[src/rtl/io_controller.sv]
// Memory-mapped DE-board I/O: LED and 7-segment output registers, plus debounced
// KEY/SW inputs with sticky write-1-to-clear status, decoded from a 32-byte window.

module io_debounce #(
  parameter int unsigned  W       = 4,
  parameter int unsigned  CYCLES  = 4,
  parameter logic [W-1:0] RST_VAL = '0
) (
  input  logic         clk_i,
  input  logic         rst_ni,
  input  logic [W-1:0] pin_i,
  output logic [W-1:0] db_o,
  output logic [W-1:0] db_d_o
);
  localparam int unsigned      CNT_W   = (CYCLES > 1) ? $clog2(CYCLES) : 1;
  localparam logic [CNT_W-1:0] CNT_MAX = CNT_W'(CYCLES - 1);

  logic [W-1:0]     meta_q, sync_q, last_q, last_d, db_q, db_d;
  logic [CNT_W-1:0] cnt_q, cnt_d;

  // One counter per group: any bit moving restarts the whole group's count.
  always_comb begin
    last_d = last_q;
    cnt_d  = cnt_q;
    db_d   = db_q;
    if (sync_q != last_q) begin
      cnt_d  = '0;
      last_d = sync_q;
    end else if (cnt_q < CNT_MAX) begin
      cnt_d = cnt_q + CNT_W'(1);
    end else begin
      db_d = sync_q;
    end
  end

  always_ff @(posedge clk_i or negedge rst_ni) begin
    if (!rst_ni) begin
      meta_q <= RST_VAL;
      sync_q <= RST_VAL;
      last_q <= RST_VAL;
      db_q   <= RST_VAL;
      cnt_q  <= '0;
    end else begin
      meta_q <= pin_i;
      sync_q <= meta_q;
      last_q <= last_d;
      db_q   <= db_d;
      cnt_q  <= cnt_d;
    end
  end

  assign db_o   = db_q;
  assign db_d_o = db_d;
endmodule

module io_controller #(
  parameter int unsigned      DBITS           = 32,
  parameter logic [DBITS-1:0] IO_BASE         = DBITS'(32'hF000_0000),
  parameter int unsigned      DEBOUNCE_CYCLES = 500000
) (
  input  logic             clk,
  input  logic             reset,
  input  logic [DBITS-1:0] addr,
  input  logic             wrtEn,
  input  logic [DBITS-1:0] dataIn,
  output logic [DBITS-1:0] dataOut,
  output logic             ioSel,
  input  logic [9:0]       SW,
  input  logic [3:0]       KEY,
  output logic [9:0]       LEDR,
  output logic [7:0]       LEDG,
  output logic [6:0]       HEX0,
  output logic [6:0]       HEX1,
  output logic [6:0]       HEX2,
  output logic [6:0]       HEX3
);
  localparam logic [4:0] OFF_HEX     = 5'h00;
  localparam logic [4:0] OFF_LEDR    = 5'h04;
  localparam logic [4:0] OFF_LEDG    = 5'h08;
  localparam logic [4:0] OFF_KEYDATA = 5'h10;
  localparam logic [4:0] OFF_KEYSTAT = 5'h14;
  localparam logic [4:0] OFF_SWDATA  = 5'h18;
  localparam logic [4:0] OFF_SWSTAT  = 5'h1C;

  logic [15:0] hex_q, hex_d;
  logic [9:0]  ledr_q, ledr_d;
  logic [7:0]  ledg_q, ledg_d;
  logic [3:0]  keystat_q, keystat_d;
  logic [9:0]  swstat_q, swstat_d;
  logic [3:0]  key_raw_db, key_raw_db_d, key_dn, key_dn_d;
  logic [9:0]  sw_db, sw_db_d;
  logic [4:0]  off;
  logic        wr;
  logic        unused_ok;

  // KEY is debounced in pin polarity (released = 1) and inverted to pressed state here.
  io_debounce #(.W(4), .CYCLES(DEBOUNCE_CYCLES), .RST_VAL(4'hF)) u_key_db (
    .clk_i(clk), .rst_ni(reset), .pin_i(KEY), .db_o(key_raw_db), .db_d_o(key_raw_db_d)
  );

  io_debounce #(.W(10), .CYCLES(DEBOUNCE_CYCLES), .RST_VAL(10'h000)) u_sw_db (
    .clk_i(clk), .rst_ni(reset), .pin_i(SW), .db_o(sw_db), .db_d_o(sw_db_d)
  );

  assign key_dn    = ~key_raw_db;
  assign key_dn_d  = ~key_raw_db_d;
  assign ioSel     = (addr[DBITS-1:5] == IO_BASE[DBITS-1:5]);
  assign off       = addr[4:0];
  // Stores are single-cycle with no stall: accepted on any edge where wrtEn & ioSel.
  assign wr        = wrtEn & ioSel;
  assign unused_ok = ^dataIn[DBITS-1:16];

  always_comb begin
    hex_d     = hex_q;
    ledr_d    = ledr_q;
    ledg_d    = ledg_q;
    keystat_d = keystat_q;
    swstat_d  = swstat_q;
    if (wr) begin
      case (off)
        OFF_HEX:     hex_d     = dataIn[15:0];
        OFF_LEDR:    ledr_d    = dataIn[9:0];
        OFF_LEDG:    ledg_d    = dataIn[7:0];
        OFF_KEYSTAT: keystat_d = keystat_q & ~dataIn[3:0];
        OFF_SWSTAT:  swstat_d  = swstat_q & ~dataIn[9:0];
        default:     ;
      endcase
    end
    // Set is applied after clear so a coincident event wins.
    keystat_d = keystat_d | (key_dn_d & ~key_dn);
    swstat_d  = swstat_d | (sw_db_d ^ sw_db);
  end

  always_ff @(posedge clk or negedge reset) begin
    if (!reset) begin
      hex_q     <= '0;
      ledr_q    <= '0;
      ledg_q    <= '0;
      keystat_q <= '0;
      swstat_q  <= '0;
    end else begin
      hex_q     <= hex_d;
      ledr_q    <= ledr_d;
      ledg_q    <= ledg_d;
      keystat_q <= keystat_d;
      swstat_q  <= swstat_d;
    end
  end

  always_comb begin
    dataOut = '0;
    if (ioSel) begin
      case (off)
        OFF_HEX:     dataOut = DBITS'(hex_q);
        OFF_LEDR:    dataOut = DBITS'(ledr_q);
        OFF_LEDG:    dataOut = DBITS'(ledg_q);
        OFF_KEYDATA: dataOut = DBITS'(key_dn);
        OFF_KEYSTAT: dataOut = DBITS'(keystat_q);
        OFF_SWDATA:  dataOut = DBITS'(sw_db);
        OFF_SWSTAT:  dataOut = DBITS'(swstat_q);
        default:     dataOut = '0;
      endcase
    end
  end

  function automatic logic [6:0] seg7(input logic [3:0] v);
    case (v)
      4'h0: seg7 = 7'h40;
      4'h1: seg7 = 7'h79;
      4'h2: seg7 = 7'h24;
      4'h3: seg7 = 7'h30;
      4'h4: seg7 = 7'h19;
      4'h5: seg7 = 7'h12;
      4'h6: seg7 = 7'h02;
      4'h7: seg7 = 7'h78;
      4'h8: seg7 = 7'h00;
      4'h9: seg7 = 7'h10;
      4'hA: seg7 = 7'h08;
      4'hB: seg7 = 7'h03;
      4'hC: seg7 = 7'h46;
      4'hD: seg7 = 7'h21;
      4'hE: seg7 = 7'h06;
      default: seg7 = 7'h0E;
    endcase
  endfunction

  assign LEDR = ledr_q;
  assign LEDG = ledg_q;
  assign HEX0 = seg7(hex_q[3:0]);
  assign HEX1 = seg7(hex_q[7:4]);
  assign HEX2 = seg7(hex_q[11:8]);
  assign HEX3 = seg7(hex_q[15:12]);
endmodule
[config.mk]
export PLATFORM = sky130hd
export DESIGN_NAME = io_controller
export DESIGN_NICKNAME = d
export VERILOG_FILES = /design/src/rtl/io_controller.sv
export SDC_FILE = /design/constraint.sdc
export NUM_CORES = 1
export LEC_CHECK = 0
export ABC_AREA = 1
export ABC_CLOCK_PERIOD_IN_PS = 1600
export CAP_MARGIN = 20
export CORE_AREA = 2 2 133 135
export CTS_BUF_LIST = sky130_fd_sc_hd__clkbuf_8
export CTS_CLUSTER_SIZE = 25
export DETAILED_ROUTE_END_ITERATION = 16
export DIE_AREA = 0 0 135 137
export GPL_TIMING_DRIVEN = 0
export PLACE_DENSITY = 0.82
export RECOVER_POWER = 100
export SYNTH_ARGS = -nofsm -noshare
export SYNTH_HDL_FRONTEND = slang
export SYNTH_SLANG_ARGS = --single-unit
export TNS_END_PERCENT = 5
[constraint.sdc]
create_clock -name clk -period 1.6 [get_ports clk]
set_clock_uncertainty 0.2 [all_clocks]
set_input_delay 0.16 -clock clk [delete_from_list [all_inputs] [get_ports clk]]
set_output_delay 0.16 -clock clk [all_outputs]
set_load 0.02 [all_outputs]
* Word-level counts from Yosys, hierarchy flattened
Memory sizes are Yosys's and may differ from the RTL's. Index checks and enable logic that the tools add are counted. W data, S select, Z words.
Storage, ports and cells: flip-flop bits (word level) 142, bits in latches 0, RAM bits 0, bits in read-only memories 448, input port bits 81, output and inout bits 79, word-level logic and storage cells 64, memories kept 4
Operators by class: add/sub/neg operators 2, multiply operators 0, divide/modulo/power cells 0, $lt $le $gt $ge 2, equality and inequality tests 9, shift operators 0, multiplexer cells 14, bitwise logic cells 12, reductions and logical operators 6
Memories:
- (name not given) | words 16, width 7, read ports 1, clocked after Yosys merged registers in 0, wr ports 0, RTL line 167 | case (v)
- (name not given) | words 16, width 7, read ports 1, clocked after Yosys merged registers in 0, wr ports 0, RTL line 167
- (name not given) | words 16, width 7, read ports 1, clocked after Yosys merged registers in 0, wr ports 0, RTL line 167
- (name not given) | words 16, width 7, read ports 1, clocked after Yosys merged registers in 0, wr ports 0, RTL line 167
Operator list (number):
- $pmux W16 S7 | 1
- $mux W19 | 4
- $mux W10 | 4
- $add A19 B1 Y19 const B | 2
- $lt A19 B19 Y1 const B | 2
- $eq A27 B27 Y1 const B | 1
- $eq A5 B5 Y1 const B | 4
- $mux W16 | 1
- $mux W4 | 4
- $not A4 Y4 | 4
- $and A10 B10 Y10 | 1
- $ne A10 B10 Y1 | 1
- $not A10 Y10 | 1
- $or A10 B10 Y10 | 1
- $xor A10 B10 Y10 | 1
- $and A4 B4 Y4 | 2
- $reduce_and A2 Y1 | 3
- $eq A5 B3 Y1 const B | 1
- $eq A5 B4 Y1 const B | 1
- $logic_not A5 Y1 | 1
- $ne A4 B4 Y1 | 1
- $or A4 B4 Y4 | 1
- $reduce_bool A2 Y1 | 2
- $and A1 B1 Y1 | 1

* Depth between registers and ports, before layout
word-level depth 6, depth in mapped cells 11, depth with buffers taken out 11

* By module
From an unflattened synthesis, not the netlist that was laid out.
Second synthesis, totals: cell total of the unflattened synthesis 1192, area total of the unflattened synthesis 8853.5 sq um
Modules (own cells, without submodules):
- io_controller | instances 1, cells an instance 623, area an instance 4247.8 sq um
- io_debounce at u_sw_db | instances 1, cells an instance 306, area an instance 2617.5 sq um
- io_debounce at u_key_db | instances 1, cells an instance 263, area an instance 1988.2 sq um

* Least setup slack after synthesis
Ideal clock, no wire load.
path kind input to output, start in addr[1], end out dataOut[10], arrival time 1.546 ns, path slack -0.306 ns, stages on the path 4, buffers on the path 1, cell sequence nor2_2 nand3_1 clkbuf_1 nor4_1
Between the ends: word-level cells in the longest chain between the ends 3, elaborated cells on any way between the ends 9, classes of those cells eq/ne (6); mux (2); reduce/logical (1)
RTL lines:
- start: declaration | RTL line 63 | input logic [DBITS-1:0] addr,
- $eq A5 B5 Y1, or another cell as far along | RTL line 153 | case (off)
- $pmux W16 S7 (*) | RTL line 153
- $mux W16 (*) | RTL line 152 | if (ioSel) begin
- end: declaration | RTL line 66 | output logic [DBITS-1:0] dataOut,
Every way passes the cells marked *; elsewhere a longest branch is shown, timed or not.

* Worst setup path after layout
start reg hex_q[9], end out HEX2[3]
Between the ends: word-level cells in the longest chain between the ends 1
RTL lines:
- start: declaration | RTL line 85 | logic [15:0] hex_q, hex_d;
- start signal: assignment | RTL line 136 | hex_q <= '0;
- start signal: assignment | RTL line 142 | hex_q <= hex_d;
- $mem_v2 Z16 W7
- end: declaration | RTL line 74 | output logic [6:0] HEX2,
No other way between the ends.

==> metrics <==
Cells after Synth 1008; Max Clock Freq 0.465 GHz; Req. time, crit path 1.24 ns; Syn Std Cell Area between 8000 and 9000 sq um; clk slew on worst S/H paths about 0.09 ns; fillers 1213; 1st-pass router iterations 5; Final TNS setup -34.66 ns; Top FF cell, synth dfrtp_1; Synth top cells by count 179 x nand2_1, 134 x inv_1, 126 x dfrtp_1; largest buffer count on any clock path 2; Post-synth ARST share 100%; final WL 23500 um; row cnt 48; critical path launch point hex_q[9]; family with the most delay on the worst path flip-flops; Seq/Total Area, Yosys 43.7%; violated checks negative setup slack; worst path arrival time approximately 1.8 ns; synthesis warning total 0; Starting DRT DRC Count 472; maximum vdd drop 794 uV; Total GRT Usage 25.7%; Leakage 5.34 nW; DPL Wire Length ~15000 um; post-layout min period 2.15 ns; Worst-Margin Slew 0.965 ns; gpl congestion 0.922; Routed wire per std cell roughly 16 um; WP buf/inv 3; vias per cell 5.32; maxcap violations 0; Final Hold Fails 0; CP max stage cell dfrtp_2; first-pass GRT wire length 37700 um; post-synthesis cell type count 47; setup violators final 131; max incr delay on CP 0.47 ns; H-tree depth 4; DRC violation count after routing 0; final worst slack -0.550 ns; cell depth of the worst flop-to-flop path 8; layout cells sized above 1 35.8%; Min Hold Slack roughly 0.060 ns; syn avg cell area 8.10 sq um; Worst path most repeated cell buf_4; unrepaired setup endpoints after global routing yes; Slew Limit Fails 0; status finished, violations left; CP Capture Type output pin; Hold Crit Class input pin to flip-flop; core area ~17000 sq um; top-area cell type share of the netlist area approximately 39%; EDFF count, synth 0; PwrDens 625 nW/um^2; total number of vias 7905; Routed Antenna Nets 0; total gr overflow 0; Area contributors post-synth dfrtp_1 39%, nand2_1 8.2%, inv_1 6.2%; kind of critical path flip-flop to output pin; crit start category flip-flop; Buffers on Ports 127; Inserted Diodes 0; effective utilization at floorplan between 40% and 50%; Crit Path Max Fanout 4; synthesis-to-layout area growth 41.3%; antenna violations before repair 0; Die Span Y 137 um; dpl ws -1.41 ns; Clock Root Buffer clkbuf_8; R2R Setup Slk -0.42 ns; clk sinks 142; Clock Latency Late Sink 0.46 ns; worst-path cell chain buf_4, ha_2, nand2_1, inv_1, a21oi_1, o21ai_1, buf_4; Slew HR 35.7%; IO Count 160; Worst Hold Launch dataIn[12]; vias in the first global route 7871; cts bufs inserted 17; CTS tree done; Die X between 100 and 150 um; most common cell in the netlist nand2_1; CP Depth 7; post-synth top area cell dfrtp_1; largest net degree at the start of global routing 76; FF+latch count, synth about 140; crit share post-route 134%; Crit Reg-Reg Startpoint u_sw_db.sync_q[3]; Layout Nets 1355; Worst setup endpoint HEX2[3]; R2R Path End u_sw_db.db_o[7]; Total Die Area 18500 sq um
## power by group
part	internal, W	switching (W)
registers	0.00365	0.0000447
logic	0.000259	0.000311
clock network	0.00137	0.00158
total	0.00528	0.00194
## worst min-delay path by stage
stage | to | slack (ns) | cells after the start
global route | hex_q[10] | 0.05 | 3
floorplan | LEDG[0] | -0.34 | 0
CTS | hex_q[10] | 0.04 | 3
finish | hex_q[12] | 0.06 | 3
global placement | u_sw_db.sync_q[4] | 0.13 | 0
detailed placement | u_key_db.cnt_q[17] | 0.005 | 1
## flip-flops by register name, summed over array words and instances (netlist names)
signal and cells:
u_key_db.cnt_q 19, u_sw_db.cnt_q 19, hex_q 16, LEDR 10
swstat_q 10, u_sw_db.db_o 10, u_sw_db.last_q 10, u_sw_db.meta_q 10
u_sw_db.sync_q 10, LEDG 8, keystat_q 4, u_key_db.db_o 4
u_key_db.last_q 4, u_key_db.meta_q 4, u_key_db.sync_q 4
## per-stage QoR
| step | std cells | util (%) | cell area [sq um] | power [W] |
|---|---|---|---|---|
| final | 1486 | 67.7 | 11500 | 0.00721 |
| after detailed placement | 1376 | 58.1 | 9910 | 0.00427 |
| after global placement | 1375 | 58.0 | 9890 | 0.00425 |
| after CTS | 1477 | 66.1 | 11300 | 0.00726 |
| after floorplan | 1023 | - | 8330 | 0.00396 |
| after global routing | 1486 | 67.7 | 11500 | 0.00750 |
## layout make-up
| class | instances | area, sq um | share of cell area, % |
|---|---|---|---|
| buffer | 58 | 422 | 3.65 |
| clock buffer | 18 | 248 | 2.15 |
| clock inverter | 14 | 166 | 1.44 |
| inverter | 137 | 547 | 4.74 |
| multi-input combinational | 683 | 4430 | 38.4 |
| sequential | 142 | 3590 | 31.1 |
| tap | 225 | 282 | 2.44 |
| timing repair buffer | 209 | 1860 | 16.1 |
## metal layers
| metal | track usage [%] | vias up | wire (um) |
|---|---|---|---|
| met3 | 5.74 | 77 | 1660 |
| met5 | 0 | - | 0 |
| met2 | 44.6 | 322 | 11800 |
| met1 | 29.7 | 3757 | 9180 |
| li1 | - | 3749 | - |
| met4 | 13.7 | 0 | 936 |
## logic make-up after synthesis
logic type,after synthesis,share of synthesized area [%]
compound gates,163,12.5
xor+xnor,25,2.68
fa+ha+maj,26,3.98
buf+inv,198,10.6
flops,142,43.7
other cells,1,0.0459
simple gates,453,26.4
## tightest hold or removal path, cell delays in order
cell,delay [ns]
clkdlybuf4s50_1,0.41
inv_1,0.07
o21ai_2,0.05
## what timing repair did
| action | 4_1_cts | 5_1_grt |
|---|---|---|
| endpoints found under the hold margin | 81 | 0 |
| setup buffers | 54 | 9 |
| setup endpoints to repair | 163 | 139 |
| pin swaps | 47 | 29 |
| hold buffers | 15 | 0 |
| cloned | 3 | 0 |
| resized for setup | 541 | 107 |
## cells in the final DEF, fill, tap and decap left out, types with 18 or more instances in the layout
cell type | Yosys | layout
buf_2 | 8 | 28
inv_1 | 134 | 98
buf_4 | 19 | 86
o21ai_0 | 34 | 18
clkbuf_8 | 0 | 21
dfrtp_1 | 126 | 109
xor2_1 | 21 | 21
a21oi_1 | 54 | 37
clkbuf_1 | 26 | 22
nand3_1 | 69 | 64
nand4_1 | 36 | 36
nor2_1 | 108 | 91
buf_6 | 6 | 48
o21ai_2 | 31 | 36
dlygate4sd3_1 | 0 | 29
inv_2 | 2 | 27
o21ai_1 | 10 | 21
nand2_1 | 179 | 169
(Power assumes the default switching activity.)
